--- src/rtl/mc_controller.sv ---
// Multi-cycle MIPS control FSM: sequences fetch, decode, memory, ALU and write-back
// steps and drives the datapath selects and qualified register/PC/memory enables.
module mc_controller #(
    parameter logic [5:0] OP_RTYPE = 6'h00,
    parameter logic [5:0] OP_LW    = 6'h23,
    parameter logic [5:0] OP_SW    = 6'h2B,
    parameter logic [5:0] OP_BEQ   = 6'h04,
    parameter logic [5:0] OP_ADDI  = 6'h08,
    parameter logic [5:0] OP_J     = 6'h02
) (
    input  logic       clk,
    input  logic       reset,
    input  logic [5:0] op,
    input  logic       zero,
    input  logic       mem_ready,
    output logic       IorD,
    output logic       MemRead,
    output logic       MemWrite,
    output logic       IRWrite,
    output logic       RegDst,
    output logic       MemtoReg,
    output logic       RegWrite,
    output logic       ALUSrcA,
    output logic [1:0] ALUSrcB,
    output logic [1:0] ALUOp,
    output logic [1:0] PCSrc,
    output logic       PCWrite,
    output logic       illegal_op,
    output logic [3:0] state
);

    typedef enum logic [3:0] {
        FETCH  = 4'd0,
        DECODE = 4'd1,
        MEMADR = 4'd2,
        MEMRD  = 4'd3,
        MEMWB  = 4'd4,
        MEMWR  = 4'd5,
        EXEC   = 4'd6,
        ALUWB  = 4'd7,
        BRANCH = 4'd8,
        ADDIEX = 4'd9,
        ADDIWB = 4'd10,
        JUMP   = 4'd11
    } state_t;

    state_t curState, nextState;

    always_ff @(posedge clk or posedge reset) begin
        if (reset)
            curState <= FETCH;
        else
            curState <= nextState;
    end

    assign state = curState;

    always_comb begin
        nextState  = FETCH;
        IorD       = 1'b0;
        MemRead    = 1'b0;
        MemWrite   = 1'b0;
        IRWrite    = 1'b0;
        RegDst     = 1'b0;
        MemtoReg   = 1'b0;
        RegWrite   = 1'b0;
        ALUSrcA    = 1'b0;
        ALUSrcB    = 2'd0;
        ALUOp      = 2'd0;
        PCSrc      = 2'd0;
        PCWrite    = 1'b0;
        illegal_op = 1'b0;

        case (curState)
            FETCH: begin
                MemRead   = 1'b1;
                ALUSrcB   = 2'd1;
                IRWrite   = mem_ready;
                PCWrite   = mem_ready;
                nextState = mem_ready ? DECODE : FETCH;
            end
            DECODE: begin
                // ALU precomputes the branch target while the opcode is examined
                ALUSrcB = 2'd3;
                case (op)
                    OP_LW, OP_SW: nextState = MEMADR;
                    OP_RTYPE:     nextState = EXEC;
                    OP_BEQ:       nextState = BRANCH;
                    OP_ADDI:      nextState = ADDIEX;
                    OP_J:         nextState = JUMP;
                    default: begin
                        nextState  = FETCH;
                        illegal_op = 1'b1;
                    end
                endcase
            end
            MEMADR: begin
                ALUSrcA   = 1'b1;
                ALUSrcB   = 2'd2;
                nextState = (op == OP_SW) ? MEMWR : MEMRD;
            end
            MEMRD: begin
                MemRead   = 1'b1;
                IorD      = 1'b1;
                nextState = mem_ready ? MEMWB : MEMRD;
            end
            MEMWB: begin
                RegWrite = 1'b1;
                MemtoReg = 1'b1;
            end
            MEMWR: begin
                MemWrite  = 1'b1;
                IorD      = 1'b1;
                nextState = mem_ready ? FETCH : MEMWR;
            end
            EXEC: begin
                ALUSrcA   = 1'b1;
                ALUOp     = 2'd2;
                nextState = ALUWB;
            end
            ALUWB: begin
                RegWrite = 1'b1;
                RegDst   = 1'b1;
            end
            BRANCH: begin
                ALUSrcA = 1'b1;
                ALUOp   = 2'd1;
                PCSrc   = 2'd1;
                PCWrite = zero;
            end
            ADDIEX: begin
                ALUSrcA   = 1'b1;
                ALUSrcB   = 2'd2;
                nextState = ADDIWB;
            end
            ADDIWB: begin
                RegWrite = 1'b1;
            end
            JUMP: begin
                PCSrc   = 2'd2;
                PCWrite = 1'b1;
            end
            default: nextState = FETCH;
        endcase

        // Reset holds FETCH, so its request/load strobes must be suppressed explicitly
        if (reset) begin
            MemRead    = 1'b0;
            MemWrite   = 1'b0;
            IRWrite    = 1'b0;
            RegWrite   = 1'b0;
            PCWrite    = 1'b0;
            illegal_op = 1'b0;
        end
    end

endmodule

--- config.mk ---
export PLATFORM = sky130hd
export DESIGN_NAME = mc_controller
export DESIGN_NICKNAME = d
export VERILOG_FILES = /design/src/rtl/mc_controller.sv
export SDC_FILE = /design/constraint.sdc
export NUM_CORES = 1
export LEC_CHECK = 0
export CAP_MARGIN = 20
export CORE_UTILIZATION = 41
export CTS_CLUSTER_DIAMETER = 50
export DETAILED_ROUTE_END_ITERATION = 10
export GPL_TIMING_DRIVEN = 0
export MAX_ROUTING_LAYER = met4
export PLACE_DENSITY_LB_ADDON = 0.08
export SYNTH_ARGS = -nofsm -noshare
export SYNTH_HDL_FRONTEND = slang
export SYNTH_SLANG_ARGS = --single-unit
--- constraint.sdc ---
create_clock -name clk -period 3.4 [get_ports clk]
set_input_delay 0.34 -clock clk [delete_from_list [all_inputs] [get_ports clk]]
set_output_delay 0.34 -clock clk [all_outputs]
set_load 0.1 [all_outputs]
==> results.yml <==
clock_tree:
  cts_buffers: 3
  post_cts_hold_buffer_count: 0
  clockBufferDepth: 2
  clk_transition_reported_paths_ns: 0.03
  postCtsResizedCells: 0
  tritoncts: "built"
  insertion_delay_ns: 0.22
  clock-root-buffer: "clkbuf_4"
  cts.htree.levels: 1
  clock_sink_count: 4
  post-cts-setup-buffer-count: 0
timing:
  rsz0062_at_grt: "false"
  setup_total_negative_slack_ns: 0
  achievable-frequency_mhz: 331.0
  max_slew.worst_pin.slew_ns: 0.9964
  setup-violations-final: 0
  finClkSkew_ns: 0.0007127
  worst_slack_ns: 0.3784
  hold_violations: 0
  relSlewSlack: 0.3336
  final_worst_path_period_share: 0.8887
  hold-worst-slack_ns: 0.4684
  finalWorstPathRequiredPeriod_ns: 3.022
  finalMaxSlewViolations: 0
placed_design:
  dp.final_hpwl_mm: 1.284
  routabilityCongestion: 0.8663
  port-buffer-count: 28
  dp_worst_setup_slack_ns: 0.3818
detailed_routing:
  first_pass_iters: 4
  ant_nets: 0
  vias: 712
  routed_wire_length_per_instance_um: 13.18
  route.final.wire_length_mm: 1.661
  drc_errors: 0
  routed_via_density: 5.651
  starting_drt_drc_count: 32
final_layout:
  fin_util: 0.7532
  most_frequent_cells_in_the_layout: "clkdlybuf4s50_1 (28), nor2_1 (10), nand2_1 (8)"
  post_route_cells_drive_above_1_share: 0.1250
  largest_register_ffs: 4
  flow.area_growth_from_synthesis_pct: 58.67
  diodes: 0
  mostFrequentLayoutCell: "clkdlybuf4s50_1"
  finish.net_count: 124
run:
  maxCapViolations: 0
synthesis:
  synth-seq-cells: 4
  syn-instance-count: 81
  mappedNetlistArea_um2: 563.0
  synth.distinct_cells: 35
  synth-seq-area-share: 0.1778
  yosys_warnings: 0
  postSynthAreaPerCell_um2: 6.951
  mappedNetlistNets: 91
setup_path:
  ff2ff_path_depth: 5
  worst_setup_path_type: "primary input to primary output"
  worst_ep_required_time_ns: 3.06
  crit_arrival_ns: 2.68
  critPathCaptureType: "primary output"
  critPathMaxFanout: 1
  start_kind: "primary input"
global_route:
  pin_count_of_the_biggest_net_entering_global_routing: 11
  track_usage: 0.2666
  antenna_found_initial: 0
  number_of_global_route_vias_before_repair: 633
  grt_pass1_wl_mm: 2.725
  total_gr_overflow: 0
pwr:
  switchingPower_uw: 562.9
  power_per_cell_area_nw_per_um2: 947.2
  power_switching_share: 0.6652
  clkPwrFrac: 0.064
  design_power_total_uw: 846.2
  share_comb_of_total_power: 0.849
  intPower_uw: 283.3
  static-leakage-power_nw: 0.3521
  power.ir.vdd_worst_mv: 0.5384
  power_frac_seq: 0.086
floorplan:
  floorplan.die.width_um: 39.06
  floorplan.io_pins: 30
  rows: 12
  floorplan.die_area_um2: 1525
  die_h_um: 39.06
  floorplan.initialDensity: 0.4747
  coreArea_um2: 1186
outcome:
  run_status: "complete, no violations"
worst_hold_path:
  worstHoldPathType: "primary input to async pin"
-- final cells by class --
type,instances,area [um^2]
fill,102,292.8
tap,14,17.52
inverter,2,7.507
sequential,4,100.1
timing repair buffer,28,280.3
clock buffer,3,22.52
buffer,7,46.29
multi-input combinational,68,419.2
-- power groups by stage --
stage | sequential (mW) | combinational [mW] | clock [mW]
after CTS | 0.0730 | 0.717 | 0.0578
final | 0.0732 | 0.719 | 0.0543
after global placement | 0.0731 | 0.711 | 0
after detailed placement | 0.0736 | 0.717 | 0
after floorplan | 0.162 | 0.478 | 0
after global routing | 0.0745 | 0.749 | 0.0589
-- metal layers --
metal	vias to the layer above	GRT usage	wire length, um
met5	-	-	0
met4	0	0.07759	10
met3	2	0.03468	85
met2	26	0.4542	829
met1	326	0.3263	736
li1	358	-	-
-- synthesized netlist by cell type --
| cell type | instances | area share |
|---|---|---|
| nor4_1 | 2 | 0.022 |
| o221ai_1 | 1 | 0.016 |
| and4b_1 | 1 | 0.018 |
| a221o_1 | 1 | 0.018 |
| or3_1 | 1 | 0.011 |
| buf_6 | 1 | 0.020 |
| or3b_1 | 1 | 0.016 |
| a211oi_2 | 1 | 0.022 |
| nor3b_1 | 1 | 0.013 |
| nor2_1 | 10 | 0.067 |
| nand4_1 | 2 | 0.022 |
| a211oi_1 | 1 | 0.013 |
| nor4bb_1 | 1 | 0.018 |
| nand2b_1 | 2 | 0.022 |
| xnor2_1 | 1 | 0.016 |
| o21ai_0 | 2 | 0.018 |
| inv_1 | 2 | 0.013 |
| clkbuf_2 | 1 | 0.0089 |
| xor2_1 | 3 | 0.047 |
| nor2b_1 | 3 | 0.033 |
| dfrtp_1 | 4 | 0.18 |
| o211ai_1 | 2 | 0.027 |
| or2_1 | 1 | 0.011 |
| a21o_1 | 1 | 0.013 |
| or2b_1 | 1 | 0.013 |
| o2111ai_1 | 2 | 0.031 |
| or2_2 | 1 | 0.011 |
| buf_4 | 2 | 0.027 |
| nor3_1 | 7 | 0.062 |
| a21oi_1 | 4 | 0.036 |
| and3_1 | 3 | 0.033 |
| a311o_1 | 1 | 0.018 |
| nand2_1 | 8 | 0.053 |
| nand3_1 | 3 | 0.027 |
| buf_2 | 3 | 0.027 |
-- worst paths after layout --
path                           from        to  slack, ns
setup / recovery               zero   PCWrite       0.38
hold / removal                reset  state[2]       0.47
setup reg to reg           state[0]  state[1]       2.03
hold reg to reg            state[3]  state[0]       0.64
max in group asynchronous     reset  state[0]       2.79
min in group clk              op[3]  state[2]       0.53
-- kinds of logic after synthesis --
| logic type | synth area share |
|---|---|
| compound gates | 0.2111 |
| simple gates | 0.4534 |
| buf+inv | 0.09553 |
| flops | 0.1778 |
| xor+xnor | 0.06223 |
-- worst max-delay path: stages --
cell and delay, ns:
clkdlybuf4s50_1 0.47, or3b_1 0.34, a21o_1 0.19, a211oi_2 0.18
clkdlybuf4s50_1 1.16
-- per-stage QoR --
stage	std cells	area [um^2]
CTS	126	893.4
global placement	123	870.8
global route	126	893.4
finish	126	893.4
detailed placement	123	870.8
floorplan	81	573.1
Note: power is estimated with default switching activity, not from simulation.
